--- src/rtl/pulse_seq_ctrl.sv ---
// Pulse-train sequencer: latches high/low lengths and a pulse count on a start edge and plays them out.
// Optional retrigger of a running sequence is enabled by defining PULSE_SEQ_RETRIG_EN.
module pulse_seq_ctrl #(
  parameter int CNT_W = 8
) (
  input  logic             clk,
  input  logic             rst,
  input  logic             start,
  input  logic [CNT_W-1:0] high_len,
  input  logic [CNT_W-1:0] low_len,
  input  logic [CNT_W-1:0] pulse_cnt,
  output logic             pulse_out,
  output logic             busy,
  output logic             done,
  output logic [CNT_W-1:0] pulse_idx
);

  localparam logic [CNT_W-1:0] ZERO = {CNT_W{1'b0}};
  localparam logic [CNT_W-1:0] ONE  = {{(CNT_W-1){1'b0}}, 1'b1};

  typedef enum logic [1:0] {
    ST_IDLE = 2'd0,
    ST_HIGH = 2'd1,
    ST_LOW  = 2'd2,
    ST_DONE = 2'd3
  } state_t;

  state_t           state_r;
  state_t           state_nx_s;
  logic             start_q_r;
  logic [CNT_W-1:0] h_len_r;
  logic [CNT_W-1:0] l_len_r;
  logic [CNT_W-1:0] n_r;
  logic [CNT_W-1:0] cnt_r;
  logic [CNT_W-1:0] cnt_nx_s;
  logic [CNT_W-1:0] idx_nx_s;
  logic [CNT_W-1:0] h_in_s;
  logic [CNT_W-1:0] l_in_s;
  logic             edge_s;
  logic             retrig_s;
  logic             launch_s;

  assign edge_s = start & ~start_q_r;
  assign h_in_s = (high_len == ZERO) ? ONE : high_len;
  assign l_in_s = (low_len == ZERO) ? ONE : low_len;

`ifdef PULSE_SEQ_RETRIG_EN
  assign retrig_s = edge_s & ((state_r == ST_HIGH) | (state_r == ST_LOW));
`else
  assign retrig_s = 1'b0;
`endif

  assign launch_s = (edge_s & (state_r == ST_IDLE)) | retrig_s;

  // Next-state, phase counter and pulse index; cnt_r counts down to zero on the last phase cycle
  always_comb begin
    state_nx_s = state_r;
    cnt_nx_s   = cnt_r;
    idx_nx_s   = pulse_idx;
    if (launch_s) begin
      idx_nx_s   = ZERO;
      cnt_nx_s   = h_in_s - ONE;
      state_nx_s = (pulse_cnt == ZERO) ? ST_DONE : ST_HIGH;
    end else begin
      case (state_r)
        ST_IDLE: begin
          state_nx_s = ST_IDLE;
        end
        ST_HIGH: begin
          if (cnt_r != ZERO) begin
            cnt_nx_s = cnt_r - ONE;
          end else if (pulse_idx == n_r - ONE) begin
            state_nx_s = ST_DONE;
          end else begin
            state_nx_s = ST_LOW;
            cnt_nx_s   = l_len_r - ONE;
          end
        end
        ST_LOW: begin
          if (cnt_r != ZERO) begin
            cnt_nx_s = cnt_r - ONE;
          end else begin
            state_nx_s = ST_HIGH;
            cnt_nx_s   = h_len_r - ONE;
            idx_nx_s   = pulse_idx + ONE;
          end
        end
        ST_DONE: begin
          state_nx_s = ST_IDLE;
        end
        default: begin
          state_nx_s = ST_IDLE;
        end
      endcase
    end
  end

  // State, latched parameters and outputs; outputs decode the next state so they are registered
  always_ff @(posedge clk) begin
    if (rst) begin
      state_r   <= ST_IDLE;
      start_q_r <= 1'b0;
      h_len_r   <= ONE;
      l_len_r   <= ONE;
      n_r       <= ZERO;
      cnt_r     <= ZERO;
      pulse_idx <= ZERO;
      pulse_out <= 1'b0;
      busy      <= 1'b0;
      done      <= 1'b0;
    end else begin
      start_q_r <= start;
      state_r   <= state_nx_s;
      cnt_r     <= cnt_nx_s;
      pulse_idx <= idx_nx_s;
      if (launch_s) begin
        h_len_r <= h_in_s;
        l_len_r <= l_in_s;
        n_r     <= pulse_cnt;
      end
      pulse_out <= (state_nx_s == ST_HIGH);
      busy      <= (state_nx_s == ST_HIGH) | (state_nx_s == ST_LOW);
      done      <= (state_nx_s == ST_DONE);
    end
  end

endmodule

--- config.mk ---
export PLATFORM = sky130hd
export DESIGN_NAME = pulse_seq_ctrl
export DESIGN_NICKNAME = d
export VERILOG_FILES = /design/src/rtl/pulse_seq_ctrl.sv
export SDC_FILE = /design/constraint.sdc
export NUM_CORES = 1
export LEC_CHECK = 0
export BUFFER_PORTS_ARGS = -buffer_cell sky130_fd_sc_hd__buf_2
export CELL_PAD_IN_SITES_DETAIL_PLACEMENT = 0
export CELL_PAD_IN_SITES_GLOBAL_PLACEMENT = 2
export CORE_MARGIN = 8
export CORE_UTILIZATION = 36
export DETAILED_ROUTE_END_ITERATION = 12
export HOLD_SLACK_MARGIN = 0.08
export PLACE_DENSITY = 0.91
export RECOVER_POWER = 100
export SLEW_MARGIN = 25
export SYNTH_ARGS = -nofsm -noshare
export SYNTH_HDL_FRONTEND = slang
export SYNTH_SLANG_ARGS = --single-unit
--- constraint.sdc ---
create_clock -name clk -period 6.7 [get_ports clk]
set_input_delay 0.67 -clock clk [delete_from_list [all_inputs] [get_ports clk]]
set_output_delay 0.67 -clock clk [all_outputs]
set_load 0.05 [all_outputs]
Word-level counts from Yosys, hierarchy flattened
Index checks and enable logic that the tools add are counted.
Widths: inputs -> output; s select.
- add/sub/neg operators: 6
- equal/unequal tests: 8
- multiplexer cells: 13
- bitwise logic cells: 5
- reduce and logical (&&, ||, !) cells: 10
- operators with widths (kind ; number):
    $mux 8 ; 6
    $sub 8x1->8 const B ; 5
    $logic_not 8->1 ; 3
    $pmux 8 s2 ; 1
    $add 8x1->8 const B ; 1
    $eq 2x2->1 const B ; 4
    $eq 8x8->1 ; 1
    $mux 2 ; 4
    $reduce_bool 8->1 ; 1
    $pmux 2 s3 ; 1
    $eq 2x1->1 const B ; 2
    $ne 4x4->1 const B ; 1
    $reduce_and 2->1 ; 2
    $reduce_or 2->1 ; 2
    $reduce_bool 3->1 ; 1
    $and 1x1->1 ; 2
    $logic_not 2->1 ; 1
    $not 1->1 ; 2
    $mux 1 ; 1
    $or 1x1->1 ; 1
- bits in registers: 46
- input bits: 27
- output and inout bits: 11
- logic and storage cells: 52

Longest topological paths before layout
- depth after elaboration: 8
- gate-level depth with buffers: 11
- depth with buffers taken out: 11

Worst setup path after synthesis
Ideal clock, no wire load.
- path type: input to register
- from: input port high_len[5]
- to: register cnt_r[6]
- setup time: 0.134 ns
- arrival: 2.384 ns
- required time: 6.566 ns
- slack: 4.182 ns
- stages: 10
- path buffers: 0
- cell sequence: or4_1 -> nor3_1 -> a21oi_1 -> ha_1 -> inv_1 -> nor2_1 -> xnor2_1 -> a21oi_1 -> a211oi_1 -> a211oi_1
- cells in the longest elaborated chain, start to end: 4
- ends and longest elaborated chain (element ; RTL line ; source):
    start, declared ; 9 ; input logic [CNT_W-1:0] high_len,
    $logic_not 8->1 ; 44 ; assign h_in_s = (high_len == ZERO) ? ONE : high_len;
    $mux 8 * ; 44 ;
    $sub 8x1->8 * ; 62 ; cnt_nx_s = h_in_s - ONE;
    $mux 8 * ; 60 ; if (launch_s) begin
    end signal, assigned ; 114 ; cnt_r <= cnt_nx_s;
    end, declared ; 34 ; logic [CNT_W-1:0] cnt_r;
Every way passes the cells marked *; elsewhere a longest branch is shown, timed or not.
A chain may end at the register's enable or synchronous reset.

Final worst setup path
- from: register cnt_r[0]
- to: register cnt_r[3]
- cells in the longest elaborated chain, start to end: 4
- elaborated cells on any way between the ends: 8
- classes of those cells: add/sub: 1; eq/ne: 1; mux: 4; reduce/logical: 2
- ends and longest elaborated chain (element ; RTL line ; source):
    $sub 8x1->8 / $reduce_bool 8->1 (equally long branches) ; - ;
    $mux 8, on equally long branches ; 80, 70 ;
    $pmux 8 s2 ; 65 ; case (state_r)
    $mux 8 ; 60 ;
Parallel ways exist; a longest one is shown, timed or not.

==> summary.txt <==
Detailed routing
  • 1st-pass router iterations: 4
  • Top sig layer: met4
  • DR WL/cell: roughly 14 µm
  • Met3 wire length: between 200 and 250 µm
  • Met2 wire len: ~3100 µm
  • Routed vias/inst: between 5 and 6
  • DRC: 0
  • WL met1: about 3200 µm
  • Vias: between 2,000 and 2,500
  • Final antenna-violating net count: 0
  • Drt total wl: 6620 µm
  • Iter 0 DRT Violations: 97

STA
  • Skew final: between 0.003 and 0.004 ns
  • Final worst-path cycle share: around half
  • Peak Freq: 298 MHz
  • Final hold vios: 0
  • Fin Setup TNS: 0 ns
  • Final setup fails: 0
  • Slew Viols, Final: 42
  • RSZ-0062 raised after global routing: no
  • Crit path time final: roughly 3.4 ns
  • Worst Tran Pin Value: roughly 1.8 ns
  • Post-route setup slack: 3.34 ns
  • Slew headroom: -19.1%

Worst setup path
  • Internal reg-to-reg setup slack: 3.34 ns
  • Critical Path Slowest Stage Cell: o21ai_0
  • Cell family with most CP delay: compound AO/OA/AOI/OAI gates
  • CP Capture Type: register
  • Critical path fanouts, max: 13
  • Startpoint types: register
  • Kind of critical path: reg -> reg
  • Req. time, crit path: slightly below 7 ns
  • Top cell by count, worst path: nor2_1
  • Arr. time, crit path: 3.47 ns
  • Crit path buf inv count: 1
  • CP Cell Sequence: inv_1, ha_1, nor3b_1, nand2_1, nor2_1, o211ai_1, o21ai_0, mux2i_1, nor2_1
  • Delay of the slowest critical-path stage: around 1.1 ns

Pwr
  • Internal power: 590 µW
  • Sw Share: 41.6%
  • Comb pwr share: roughly 46%
  • Pwr Density: roughly 330 mW/mm²
  • Reg power frac: a little under two fifths
  • Switching power: about 420 µW
  • Clock Power Share: 17.1%
  • Worst VDD drop: 0.000111 V
  • Pleak: roughly 0.0012 µW

Clocking
  • CTS H-tree depth: 2
  • CTS root buffer: clkbuf_8
  • Clock-pin slew on the worst setup and hold paths: 0.08 ns
  • Post-CTS sizing: 0
  • CTS Hold Bufs: 0
  • Clock buffer depth: 2
  • CTS tree: done
  • CTS Sinks: 46
  • Setup bufs post-CTS: 0
  • Clk_lat worst skew: slightly below 0.3 ns
  • Inserted Clock Buffers: 5

Final layout
  • Area Growth Syn to Fin: 11.5%
  • Inserted Diodes: 0
  • Final-stage net count: roughly 410
  • Layout cells sized above 1: between 10% and 20%

Place
  • Placer Congestion: roughly 0.84
  • Detailed placement HPWL: 5030 µm
  • Pre-CTS setup slack: about 3.8 ns
  • Port bufs: 37

Global routing
  • Largest net degree at the start of global routing: 42
  • Gr usage total: a little over an eighth
  • Antenna violations before repair: 0
  • First-pass GRT wire length: roughly 11,000 µm
  • Vias in the first global route: between 2,000 and 2,500
  • GRT overflow: 0

Logic synthesis
  • Leading area contributor after synthesis: dfxtp_1
  • Synth unique cells: between 40 and 50
  • Post-synth top area share: 34.0%
  • Top cells by area, synth: dfxtp_1 34%, nand2_1 8.7%, a21oi_1 6.5%, xor2_1 6.1%, xnor2_1 5.2%
  • Syn Inst Count: 350
  • Mapped Nets: between 300 and 400
  • Ys Warns: 0
  • Synthesized cell area: ~0.0027 mm²
  • Seq/Total Area, Yosys: approximately 34%
  • Syn_area_per_cell: 7.74 µm²
  • #FFs+latches synth: 46

Status
  • Outcome: finished with violations
  • Failing checks: max-capacitance violations, max-slew violations

Floorplan
  • Die area: around 0.011 mm²
  • Die Y: slightly above 100 µm
  • Site row count: 31
  • IO Count: 38
  • Starting Density: ~37%
  • Die span in x: approximately 100 µm
  • Core box area: just over 0.007 mm²

Hold path
  • Type of the tightest min-delay check: reg -> reg

Job
  • Max-Cap Viols: 2
[cells in the final DEF (no fill, tap or decap), types with 2 or more instances in the layout]
| cell type | count |
|---|---|
| nand2_1 | 63 |
| dfxtp_1 | 46 |
| a21oi_1 | 35 |
| nor2_1 | 28 |
| buf_2 | 25 |
| xor2_1 | 19 |
| xnor2_1 | 16 |
| inv_1 | 14 |
| o21ai_0 | 13 |
| clkbuf_1 | 13 |
| nor3_1 | 10 |
| ha_1 | 9 |
| nor4_1 | 7 |
| o211ai_1 | 6 |
| nor2b_1 | 6 |
| clkbuf_8 | 6 |
| nand2b_1 | 5 |
| nand3_1 | 5 |
| a211oi_1 | 5 |
| mux2i_1 | 5 |
| or4_1 | 4 |
| nand4_1 | 4 |
| or3_1 | 4 |
| nor3b_1 | 3 |
| nand3b_1 | 3 |
| and3_1 | 3 |
| a211o_1 | 3 |
| or4b_2 | 2 |
| a311oi_1 | 2 |
| nor4b_1 | 2 |
| a221o_1 | 2 |
[routing by layer]
metal	vias to the layer above	GRT usage, %
met2	39	22.0
met1	1111	16.8
li1	1264	-
met4	0	3.95
met3	4	3.11
met5	-	0
[path summary, 6_finish.rpt]
kind              start         end  depth (start not counted)
max            cnt_r[0]    cnt_r[3]                          9
min          h_len_r[7]  h_len_r[7]                          2
max reg2reg    cnt_r[0]    cnt_r[3]                          9
min reg2reg  h_len_r[7]  h_len_r[7]                          2
[tightest hold or removal path, cell delays in order (launching register included)]
cell	delay [ns]
dfxtp_1	0.32
nand2_1	0.05
a21oi_1	0.05
[power groups by stage]
stage	Combinational, µW	Clock (µW)	Sequential, µW
finish	464	173	373
global route	528	191	381
CTS	474	181	372
detailed placement	472	0	379
global placement	469	0	378
floorplan	361	0	386
[synth_stat cells (all sizes together)]
library cell / count
xnor2: 16
a311oi: 2
nand4: 4
a211oi: 5
nor4: 8
nor2b: 6
o41ai: 1
mux2i: 5
or4: 4
o311ai: 1
nand3b: 3
clkbuf: 14
nor4b: 3
a221o: 2
dfxtp: 46
ha: 9
o21a: 1
a21boi: 1
xor2: 19
and3: 3
a21oi: 35
inv: 14
nor3b: 3
buf: 3
or3: 4
o21bai: 1
and2: 1
nor2: 28
o211ai: 6
nor3: 10
or4b: 2
mux2: 1
nand2b: 5
nand2: 63
nand3: 5
o21ai: 13
a211o: 3
[sequential cells by signal, summed over array words and instances, names as in the netlist]
signal	count
n_r	8
pulse_idx	8
l_len_r	8
done	1
cnt_r	8
busy	1
state_r	2
start_q_r	1
pulse_out	1
h_len_r	8
[cell families after synthesis]
kind of cell	count (synthesis)	share of synthesized area, %
multiplexers	6	2.26
flip-flops	46	34.0
XOR/XNOR	35	11.3
adder cells (fa/ha/maj)	9	4.16
AO/OA/AOI/OAI	71	16.2
buffers and inverters	31	4.57
AND/OR/NAND/NOR	152	27.5
[cell type report]
class	instances	area, µm²
Fill cell	797	4240
Multi-Input combinational cell	273	1650
Sequential cell	46	921
Timing Repair Buffer	38	178
Tap cell	99	124
Clock buffer	7	86.3
Inverter	14	52.6
Clock inverter	1	5.00
[per-stage QoR]
step                      utilization (%)  hold WS (ns)  area [µm²]  std cells  total power [µW]
after floorplan                         -         0.448        2710        350               747
after global placement               40.8         0.460        2960        470               848
after CTS                            42.1         0.474        3050        478              1030
final                                41.6         0.471        3020        478              1010
after detailed placement             40.8         0.462        2960        470               850
after global routing                 41.6         0.495        3020        478              1100
Power figures use the tool's default switching activity.
